## src/rtl/commit_tracer.sv

```systemverilog
// Run-control and writeback-trace unit for the multicycle MIPS core: circular commit trace, halt/timeout detection.
// Optional shadow GPR file enabled by defining COMMIT_TRACER_SHADOW_EN.
module commit_tracer #(
  parameter int DEPTH       = 16,
  parameter int CYCLE_LIMIT = 300,
  parameter int IDLE_LIMIT  = 8
) (
  input  logic                     clk,
  input  logic                     rst,
  input  logic                     pc_write,
  input  logic [31:0]              pc,
  input  logic                     wb_en,
  input  logic [4:0]               wb_addr,
  input  logic [31:0]              wb_data,
  input  logic                     pop,
  output logic                     tr_valid,
  output logic [31:0]              tr_pc,
  output logic [4:0]               tr_addr,
  output logic [31:0]              tr_data,
  output logic [$clog2(DEPTH):0]   tr_count,
  output logic                     lost,
  output logic                     done,
  output logic                     timeout,
  output logic [31:0]              cycles,
  input  logic [4:0]               shadow_sel,
  output logic [31:0]              shadow_data
);

  localparam int AW = $clog2(DEPTH);
  localparam int CW = AW + 1;
  localparam int IW = $clog2(IDLE_LIMIT + 1);

  typedef enum logic [1:0] {S_IDLE, S_RUN, S_HALT, S_TOUT} state_t;

  typedef struct packed {
    logic [31:0] pc;
    logic [4:0]  addr;
    logic [31:0] data;
  } entry_t;

  state_t         r_state, w_state_next;
  entry_t         r_mem [DEPTH];
  entry_t         w_head;
  logic [AW-1:0]  r_wp, r_rp;
  logic [CW-1:0]  r_count;
  logic           r_lost;
  logic [31:0]    r_cycles, r_last_pc;
  logic [IW-1:0]  r_idle;

  logic           w_full, w_empty, w_push, w_pop, w_capture_en;
  logic           w_halt_hit, w_tout_hit;
  logic [31:0]    w_pc_cur, w_cycles_next;
  logic [IW-1:0]  w_idle_next;

  assign w_full  = (r_count == CW'(DEPTH));
  assign w_empty = (r_count == '0);

  // The commit that starts the run already traces its own writeback, tagged with the PC it latches.
  assign w_capture_en = (r_state == S_RUN) || ((r_state == S_IDLE) && pc_write);
  assign w_pc_cur     = pc_write ? pc : r_last_pc;
  assign w_push       = w_capture_en && wb_en && (wb_addr != 5'd0);
  assign w_pop        = pop && !w_empty;

  assign w_idle_next   = (pc != r_last_pc)             ? '0     :
                         (r_idle == IW'(IDLE_LIMIT))   ? r_idle : r_idle + 1'b1;
  assign w_cycles_next = (r_cycles == '1) ? r_cycles : r_cycles + 32'd1;
  assign w_halt_hit    = (r_state == S_RUN) && pc_write && (w_idle_next == IW'(IDLE_LIMIT));
  assign w_tout_hit    = (r_state == S_RUN) && (w_cycles_next == 32'(CYCLE_LIMIT));

  always_ff @(posedge clk) begin
    if (rst) r_state <= S_IDLE;
    else     r_state <= w_state_next;
  end

  // NOTE: every variable driven in always_comb gets a default first so no latch is inferred.
  always_comb begin
    w_state_next = r_state;
    case (r_state)
      S_IDLE:  if (pc_write) w_state_next = S_RUN;
      S_RUN: begin
        if (w_halt_hit)      w_state_next = S_HALT;
        else if (w_tout_hit) w_state_next = S_TOUT;
      end
      default: w_state_next = r_state;
    endcase
  end

  // NOTE: sequential state uses non-blocking assignments so all registers update from pre-edge values.
  always_ff @(posedge clk) begin
    if (rst) begin
      r_wp      <= '0;
      r_rp      <= '0;
      r_count   <= '0;
      r_lost    <= 1'b0;
      r_cycles  <= '0;
      r_last_pc <= '0;
      r_idle    <= '0;
    end else begin
      if (pc_write) begin
        r_last_pc <= pc;
        r_idle    <= w_idle_next;
      end
      if (r_state == S_RUN) r_cycles <= w_cycles_next;

      if (w_push) begin
        r_wp <= r_wp + 1'b1;
        if (w_pop || w_full) r_rp <= r_rp + 1'b1;
        if (!w_pop && w_full) r_lost <= 1'b1;
        if (!w_pop && !w_full) r_count <= r_count + 1'b1;
      end else if (w_pop) begin
        r_rp    <= r_rp + 1'b1;
        r_count <= r_count - 1'b1;
      end
    end
  end

  // NOTE: trace storage is not reset; the head outputs are gated while empty, so stale entries never show.
  always_ff @(posedge clk) begin
    if (w_push) r_mem[r_wp] <= '{pc: w_pc_cur, addr: wb_addr, data: wb_data};
  end

  assign w_head   = r_mem[r_rp];
  assign tr_valid = !w_empty;
  assign tr_pc    = w_empty ? '0 : w_head.pc;
  assign tr_addr  = w_empty ? '0 : w_head.addr;
  assign tr_data  = w_empty ? '0 : w_head.data;
  assign tr_count = r_count;
  assign lost     = r_lost;
  assign done     = (r_state == S_HALT);
  assign timeout  = (r_state == S_TOUT);
  assign cycles   = r_cycles;

`ifdef COMMIT_TRACER_SHADOW_EN
  logic [31:0] r_shadow [32];

  // Shadow is architectural debug state, so unlike the trace array it must read 0 after reset.
  always_ff @(posedge clk) begin
    if (rst) begin
      for (int i = 0; i < 32; i++) r_shadow[i] <= '0;
    end else if (w_push) begin
      r_shadow[wb_addr] <= wb_data;
    end
  end

  assign shadow_data = (shadow_sel == 5'd0) ? '0 : r_shadow[shadow_sel];
`else
  logic w_unused_sel;
  assign w_unused_sel = ^shadow_sel;
  assign shadow_data  = '0;
`endif

endmodule

```

## config.mk

```make
export PLATFORM = sky130hd
export DESIGN_NAME = commit_tracer
export DESIGN_NICKNAME = d
export VERILOG_FILES = /design/src/rtl/commit_tracer.sv
export SDC_FILE = /design/constraint.sdc
export NUM_CORES = 1
export LEC_CHECK = 0
export CORE_MARGIN = 8
export CORE_UTILIZATION = 45
export DETAILED_ROUTE_END_ITERATION = 8
export HOLD_SLACK_MARGIN = 0.06
export SETUP_SLACK_MARGIN = 0.02
export SLEW_MARGIN = 20
export SYNTH_ARGS = -nofsm -noshare
export SYNTH_HDL_FRONTEND = slang
export SYNTH_SLANG_ARGS = --single-unit
```

## constraint.sdc

```tcl
create_clock -name clk -period 14.9 [get_ports clk]
set_input_delay 2.98 -clock clk [delete_from_list [all_inputs] [get_ports clk]]
set_output_delay 2.98 -clock clk [all_outputs]
set_load 0.01 [all_outputs]
```

==> metrics.txt <==
# TYPE chip_impl_metric gauge
chip_impl_metric{name="layout.cells.non_filler",unit=""} 3945
chip_impl_metric{name="flow.area_growth_from_synthesis",unit="%"} 15.7
chip_impl_metric{name="number_of_design_rule_violations_left_by_the_first_detailed_router_iteration",unit=""} 1997
chip_impl_metric{name="timing.fmax",unit="MHz"} 131
chip_impl_metric{name="power.sequential.fraction",unit="%"} 43.3
chip_impl_metric{name="max_slew.worst_pin.slew",unit="ps"} 1120
chip_impl_metric{name="ctsResizeCount",unit=""} 0
chip_impl_metric{name="detailedPlacementHpwl",unit="mm"} 57.5
chip_impl_info{name="post-synth-top-count-cell",value="edfxtp_1"} 1
chip_impl_info{name="ordered_cell_list_for_the_critical_path",value="buf_4, buf_4, mux4_2, mux4_2, and2_1, clkdlybuf4s50_1"} 1
chip_impl_info{name="synth.top_cells.by_count",value="1,104 x edfxtp_1, 345 x mux4_2, 88 x dfxtp_1"} 1
chip_impl_metric{name="clock_sinks",unit=""} 1192
chip_impl_metric{name="via_per_inst",unit=""} 5.74
chip_impl_metric{name="drive_above_1_share",unit="%"} 25.1
chip_impl_metric{name="post-synth-top-area-fraction",unit="%"} 70.5
chip_impl_metric{name="final.setup.worst_slack",unit="ps"} 7290
chip_impl_metric{name="slew_headroom",unit="%"} 25.1
chip_impl_info{name="synth.largest_area_cell",value="edfxtp_1"} 1
chip_impl_metric{name="last_weighted_congestion_value_of_the_routability_driven_placer",unit=""} 0.857
chip_impl_metric{name="cellPowerDensity",unit="mW/mm2"} 161
chip_impl_info{name="hold_end",value="lost"} 1
chip_impl_metric{name="maxcap_viol_count",unit=""} 0
chip_impl_metric{name="dieHeight",unit="um"} 339
chip_impl_info{name="timing.setup.critical_path_class",value="reg -> out"} 1
chip_impl_metric{name="grt_first_pass_wirelength",unit="mm"} 161
chip_impl_metric{name="final_antenna_net_count",unit=""} 0
chip_impl_metric{name="timing.critical_path.required",unit="ps"} 11920
chip_impl_metric{name="synth_cell_types",unit=""} 63
chip_impl_metric{name="setup_viol",unit=""} 0
chip_impl_metric{name="netSwitchingPower",unit="mW"} 2.24
chip_impl_metric{name="cts_hold_buf",unit=""} 0
chip_impl_metric{name="grtUsageTotal",unit="%"} 18.8
chip_impl_metric{name="finalSetupTns",unit="ps"} 0
chip_impl_metric{name="cts-buffers-inserted",unit=""} 118
chip_impl_metric{name="finalCritPeriodShare",unit="%"} 51.1
chip_impl_metric{name="ios",unit=""} 221
chip_impl_metric{name="crit_fanout",unit=""} 67
chip_impl_info{name="yosys-top-cells-area",value="edfxtp_1 71%, mux4_2 17%, dfxtp_1 3.7%"} 1
chip_impl_info{name="unrepaired_setup_endpoints_after_global_routing",value="false"} 1
chip_impl_metric{name="worstPathArrival",unit="ps"} 4630
chip_impl_metric{name="p_clk_share",unit="%"} 34.1
chip_impl_metric{name="globalRoute.totalOverflow",unit=""} 0
chip_impl_metric{name="avgSynthCellArea",unit="um2"} 21.1
chip_impl_metric{name="place.port_buffers",unit=""} 183
chip_impl_metric{name="detailedPlace.worstSlack",unit="ps"} 7630
chip_impl_metric{name="hold_depth",unit=""} 2
chip_impl_metric{name="postRouteWirelength",unit="mm"} 110
chip_impl_metric{name="clk-insertion-delay-late",unit="ps"} 720
chip_impl_metric{name="critical_path_buf_inv_count",unit=""} 3
chip_impl_info{name="min_from",value="lost"} 1
chip_impl_metric{name="p_comb_share",unit="%"} 22.5
chip_impl_metric{name="ir_worst_vdd",unit="uV"} 172
chip_impl_metric{name="post-route-drc-count",unit=""} 0
chip_impl_info{name="cts-root-buf",value="clkbuf_16"} 1
chip_impl_metric{name="h-tree-depth",unit=""} 3
chip_impl_metric{name="first_pass_iters",unit=""} 5
chip_impl_metric{name="antenna_found_initial",unit=""} 11
chip_impl_info{name="outcome",value="completed"} 1
chip_impl_metric{name="ys_async_sr_fraction",unit="%"} 0
chip_impl_metric{name="postSynthRegisterBits",unit=""} 1192
chip_impl_info{name="cpMaxStageDelayCell",value="buf_4"} 1
chip_impl_metric{name="internal-power",unit="mW"} 6.49
chip_impl_metric{name="count_of_mapped_cells_out_of_synthesis",unit=""} 2228
chip_impl_metric{name="synth_enable_flop_cells",unit=""} 1104
chip_impl_info{name="startpoint_class",value="flip-flop"} 1
chip_impl_metric{name="r2r_slack",unit="ps"} 11040
chip_impl_metric{name="grt_pass1_vias",unit=""} 24100
chip_impl_metric{name="post_layout_net_count",unit=""} 2549
chip_impl_metric{name="warning_count_from_the_yosys_run",unit=""} 0
chip_impl_metric{name="nFillCells",unit=""} 8046
chip_impl_metric{name="start_util",unit="%"} 45.4
chip_impl_metric{name="max_stage_delay",unit="ps"} 870
chip_impl_info{name="path_delay_family",value="buffers and inverters"} 1
chip_impl_metric{name="finalPower",unit="mW"} 8.73
chip_impl_metric{name="placedCellCount",unit=""} 3718
chip_impl_info{name="kind_of_end_point_of_the_critical_path",value="output port"} 1
chip_impl_metric{name="postCtsSetupBuffers",unit=""} 0
chip_impl_metric{name="die_x",unit="um"} 339
chip_impl_metric{name="maxSlewViolCount",unit=""} 0
chip_impl_metric{name="final_period_minus_worst_setup_slack",unit="ps"} 7610
chip_impl_metric{name="core.rowCount",unit=""} 118
chip_impl_info{name="tritoncts",value="yes"} 1
chip_impl_metric{name="synth_seq_area_share",unit="%"} 74.3
chip_impl_info{name="worst_hold_path_type",value="reg -> reg"} 1
chip_impl_info{name="dominant_register_cell_in_the_synthesized_netlist",value="edfxtp_1"} 1
chip_impl_metric{name="fp.coreArea",unit="mm2"} 0.104
chip_impl_metric{name="final_hold_viol_count",unit=""} 0
chip_impl_metric{name="avgRoutedWirePerCell",unit="um"} 27.8
chip_impl_info{name="reg2reg_to",value="r_mem[15][19]"} 1
chip_impl_metric{name="reg2reg_depth",unit=""} 6
chip_impl_metric{name="post_syn_area",unit="mm2"} 0.0470
chip_impl_metric{name="grt_start_max_net_pins",unit=""} 108
chip_impl_metric{name="share_of_total_power_consumed_by_net_switching",unit="%"} 25.7
chip_impl_metric{name="design.die.area",unit="mm2"} 0.115
chip_impl_metric{name="total_number_of_vias",unit=""} 22600
chip_impl_metric{name="fin_skew",unit="ps"} 27.0
chip_impl_metric{name="worst_setup_hold_path_clk_slew",unit="ps"} 60
chip_impl_metric{name="static-leakage-power",unit="nW"} 16.6
chip_impl_info{name="timing.rr.start",value="r_state[0]"} 1
chip_impl_metric{name="cts-root-to-sink-buffers",unit=""} 3
==> worst max path at each step <==
| stage | to | from | cells after the start |
|---|---|---|---|
| 2_1_floorplan | r_mem[3][0] | pc_write | 5 |
| 3_5_place_dp | r_mem[15][44] | wb_addr[4] | 6 |
| 6_report | tr_addr[4] | flip-flop | 6 |
| 3_3_place_gp | r_mem[15][53] | wb_addr[4] | 6 |
| 5_1_grt | tr_addr[4] | flip-flop | 6 |
| 4_1_cts | tr_addr[4] | flip-flop | 6 |
==> state kept, by name, indices dropped and copies added (netlist names), named ones only <==
signal / cells
cycles: 32
lost: 1
r_idle: 4
r_last_pc: 32
r_mem: 1104
r_rp: 4
r_state: 2
r_wp: 4
tr_count: 5
==> area by class of cell <==
class,instances,area (um2),area share (%)
diodes,4,10.0,0.0184
clock buffers,148,3160,5.81
clock inverters,75,795,1.46
inverters,11,41.3,0.0759
multi-input cells,907,11500,21.2
flip-flops and latches,1192,34900,64.2
well taps,1380,1730,3.18
repair buffers,228,2170,4.00
==> tightest hold or removal path, stage by stage (launching register included) <==
cell and delay (ps):
dfxtp_1 350, a41oi_1 60, nor2_1 80
==> cell families (layout without fill, tap and decap cells) <==
family / Yosys count / after routing / synth area share, %
mux: 384 / 384 / 17.5
compound gates: 92 / 92 / 1.29
flops: 1192 / 1192 / 74.3
other cells: 1 / 36 / 0.00798
fa+ha+maj: 12 / 12 / 0.335
buf+inv: 160 / 462 / 1.64
simple gates: 327 / 327 / 3.87
xor+xnor: 60 / 60 / 1.12
==> power by group through the flow <==
stage / Combinational [mW] / Sequential, mW / Clock, mW
final: 1.97 / 3.78 / 2.98
after detailed placement: 2.02 / 3.86 / 0
after global placement: 2.01 / 3.85 / 0
after global routing: 2.11 / 3.79 / 3.17
after CTS: 2.03 / 3.79 / 3.05
after floorplan: 1.31 / 3.81 / 0
==> routing by layer <==
| metal | vias to the layer above | GRT usage, % | wire length, um |
|---|---|---|---|
| met2 | 694 | 32.2 | 55800 |
| li1 | 9651 | - | - |
| met1 | 12200 | 24.8 | 45300 |
| met4 | 6 | 4.63 | 2130 |
| met3 | 143 | 3.62 | 6520 |
| met5 | - | 0 | 40 |
==> cells in the final DEF (no fill, tap or decap), drive strengths merged, types with 32 or more instances in the layout <==
master	synthesis	layout
and2	74	74
buf	74	47
clkbuf	75	148
clkdlybuf4s50	0	181
clkinv	0	50
conb	1	32
dfxtp	88	88
edfxtp	1104	1104
mux2	34	34
mux4	345	345
nand2	36	36
nor2	75	75
nor2b	36	36
xnor2	49	49
==> stage by stage <==
step | util [%] | area, um2 | hold slack, ps
3_3_place_gp | 48.6 | 50400 | 466
5_1_grt | 52.5 | 54400 | 548
6_report | 52.5 | 54400 | 516
4_1_cts | 52.5 | 54400 | 525
3_5_place_dp | 48.6 | 50400 | 505
2_1_floorplan | - | 47100 | 476
(Power assumes the default switching activity.)
==> patch (same settings) <==
Register the output `tr_pc`; this adds one clock of latency there. The other outputs are not delayed to match.
--- a/src/rtl/commit_tracer.sv
+++ b/src/rtl/commit_tracer.sv
@@ -122,5 +122,7 @@
   assign w_head   = r_mem[r_rp];
   assign tr_valid = !w_empty;
-  assign tr_pc    = w_empty ? '0 : w_head.pc;
+  always_ff @(posedge clk) begin
+    tr_pc <= w_empty ? '0 : w_head.pc;
+  end
   assign tr_addr  = w_empty ? '0 : w_head.addr;
   assign tr_data  = w_empty ? '0 : w_head.data;
Check against the original RTL: not equivalent (a bounded check fails within 4 cycles, from zero or initial values and one cycle with rst high).
==> patch against the original RTL <==
- sequential cell count up 32
- synthesized area increased by 1.9%
- final area is 2.3% higher
- count of clock-buffer cells in the layout rose by 28
- clock skew shrank 0.0032 ns
- total power up 3.8%
- routed wire length grew 4.1%
- die area grew 1.8%
- setup slack worse by 0.37 ns
- utilization rose by 0.29 points
==> patch: results (changes against the original RTL) <==
stage,metric,value,unit,change
status,outcome,"finished, final reports clean",,unchanged
clock_network,Max clock buf depth,3,,unchanged
min_path,Hold Crit Class,register to register,,unchanged
grt,first-pass GRT wire length,167000,µm,"was 161,000 µm"
yosys,Yosys warning count,0,,unchanged
routing,via/cell ratio,5.79,,was 5.74
place,"worst slack, placed",7.48,ns,was 7.63 ns
yosys,Cells after Synth,2301,,"was 2,228"
place,Final GP Congestion,0.886,,was 0.857
routing,Highest Signal Layer,met5,,unchanged
place,DP HPWL,58500,µm,"was 57,500 µm"
power,Pleak,0.0172,µW,was 0.0166 µW
layout,"Cell Count, Final, Fillers Out",4038,,"was 3,945"
critical_path,Worst path max stage delay,0.87,ns,about the same
power,peak supply drop,0.000150,V,was 0.000172 V
sta,Worst Skew,0.0239,ns,was 0.0270 ns
clock_network,CTS buffer count,132,,was 118
routing,Iteration-0 DRC Markers,2404,,"was 1,997"
yosys,Netlist cell types,68,,was 63
grt,largest net degree at the start of global routing,141,,was 108
layout,# nets final,2622,,"was 2,549"
routing,final wirelength,114000,µm,"was 110,000 µm"
grt,initial antenna violation count,16,,was 11
clock_network,post-CTS setup buffer count,0,,unchanged
yosys,"Seq/Total Area, Yosys",74.2,%,was 74.3%
layout,layout cells sized above 1,24.9,%,was 25.1%
place,dpl cell area,51300,µm²,"was 50,400 µm²"
place,DP Cell Count,3788,,"was 3,718"
place,number of port buffers,183,,unchanged
critical_path,Critical Path Fanout Max,44,,was 67
routing,Initial DRT Pass Iterations,5,,unchanged
layout,Largest register FFs,1104,,unchanged
clock_network,Worst-Skew Late Latency,0.73,ns,
clock_network,Clock Pin Slew Worst Setup and Hold Paths,0.06,ns,about the same
critical_path,WP data arrival,5.00,ns,was 4.63 ns
critical_path,crit-path leading delay family,buffers and inverters,,unchanged
yosys,"top cells by area, synth","edfxtp_1, mux4_2, dfxtp_1",,unchanged
yosys,Post-synth EDFFs,1104,,unchanged
yosys,fraction of registers with async set/reset,0,%,unchanged
routing,M1 wire length,48700,µm,"was 45,300 µm"
layout,largest register by flop count,r_mem,,unchanged
routing,met2 WL,55800,µm,about the same
layout,Reg area,35600,µm²,"was 34,900 µm²"
routing,Met3 Wirelength,7660,µm,was 6520 µm
clock_network,CTS root buffer,clkbuf_16,,unchanged
grt,number of global-route vias before repair,25075,,"was 24,081"
critical_path,critical path's slowest cell,dfxtp_4,,was buf_4
clock_network,Resized cells post-CTS,0,,unchanged
clock_network,depth of the CTS H-tree,4,,was 3
grt,total track usage,19.4,%,was 18.8%
layout,number of fill cells,8200,,"was 8,046"
yosys,"top cells by count, synth","edfxtp_1, mux4_2, dfxtp_1",,unchanged
sta,actual slew at the worst max-slew pin,1.13,ns,was 1.12 ns
patch: changes by cell type after synthesis, moves of 5 or more:
cell and delta:
a311oi_1 -8, clkbuf_1 +6, o21ai_0 -7, nor2_1 +10, dfxtp_1 +32, a311oi_2 +9
buf_1 +5, a21oi_1 -7, nand4_1 +5, and4_1 -6, nor4_1 +11
patch: worst min-delay path: cells and delay by family, from the launching register on:
family           cells  cell delay, ns
flip-flops           1            0.36
AO/OA/AOI/OAI        1            0.05
AND/OR/NAND/NOR      1            0.08
patch: where the power goes:
part	switching, µW	total (µW)	internal (µW)	leakage (µW)
sequential	100	3940	3840	0.0110
clock	1340	3240	1900	0.00210
combinational	864	1890	1020	0.00407
patch: cell type report:
| cell class | instances | share of cell area, % |
|---|---|---|
| multi-input cells | 931 | 21.1 |
| flip-flops and latches | 1224 | 63.9 |
| clock buffers | 176 | 6.42 |
| well taps | 1391 | 3.13 |
| inverters | 13 | 0.0877 |
| clock inverters | 65 | 1.34 |
| diodes | 9 | 0.0405 |
| repair buffers | 229 | 3.95 |
patch: logic make-up after synthesis:
group,share of synthesized area (%)
buffers and inverters,1.79
adders and majority gates,0.329
DFF,74.2
and+or+nand+nor,4.12
muxes,17.2
xor gates and xnor gates,1.11
other,0.00783
AOI/OAI and AO/OA,1.29
patch: path summary, 6_finish.rpt:
kind / start / to / slack, ns / cells after the start
worst min register to register: lost / lost / 0.52 / 2
worst min-delay path: lost / lost / 0.52 / 2
worst max-delay path: register / tr_addr[3] / 6.92 / 6
worst max register to register: register / tr_pc[6] / 10.95 / 5
patch: per-layer routing:
layer / global-route usage, % / up-vias
met2: 31.9 / 774
met5: 0 / -
met4: 4.85 / 14
met3: 4.04 / 167
met1: 26.6 / 12543
li1: - / 9877
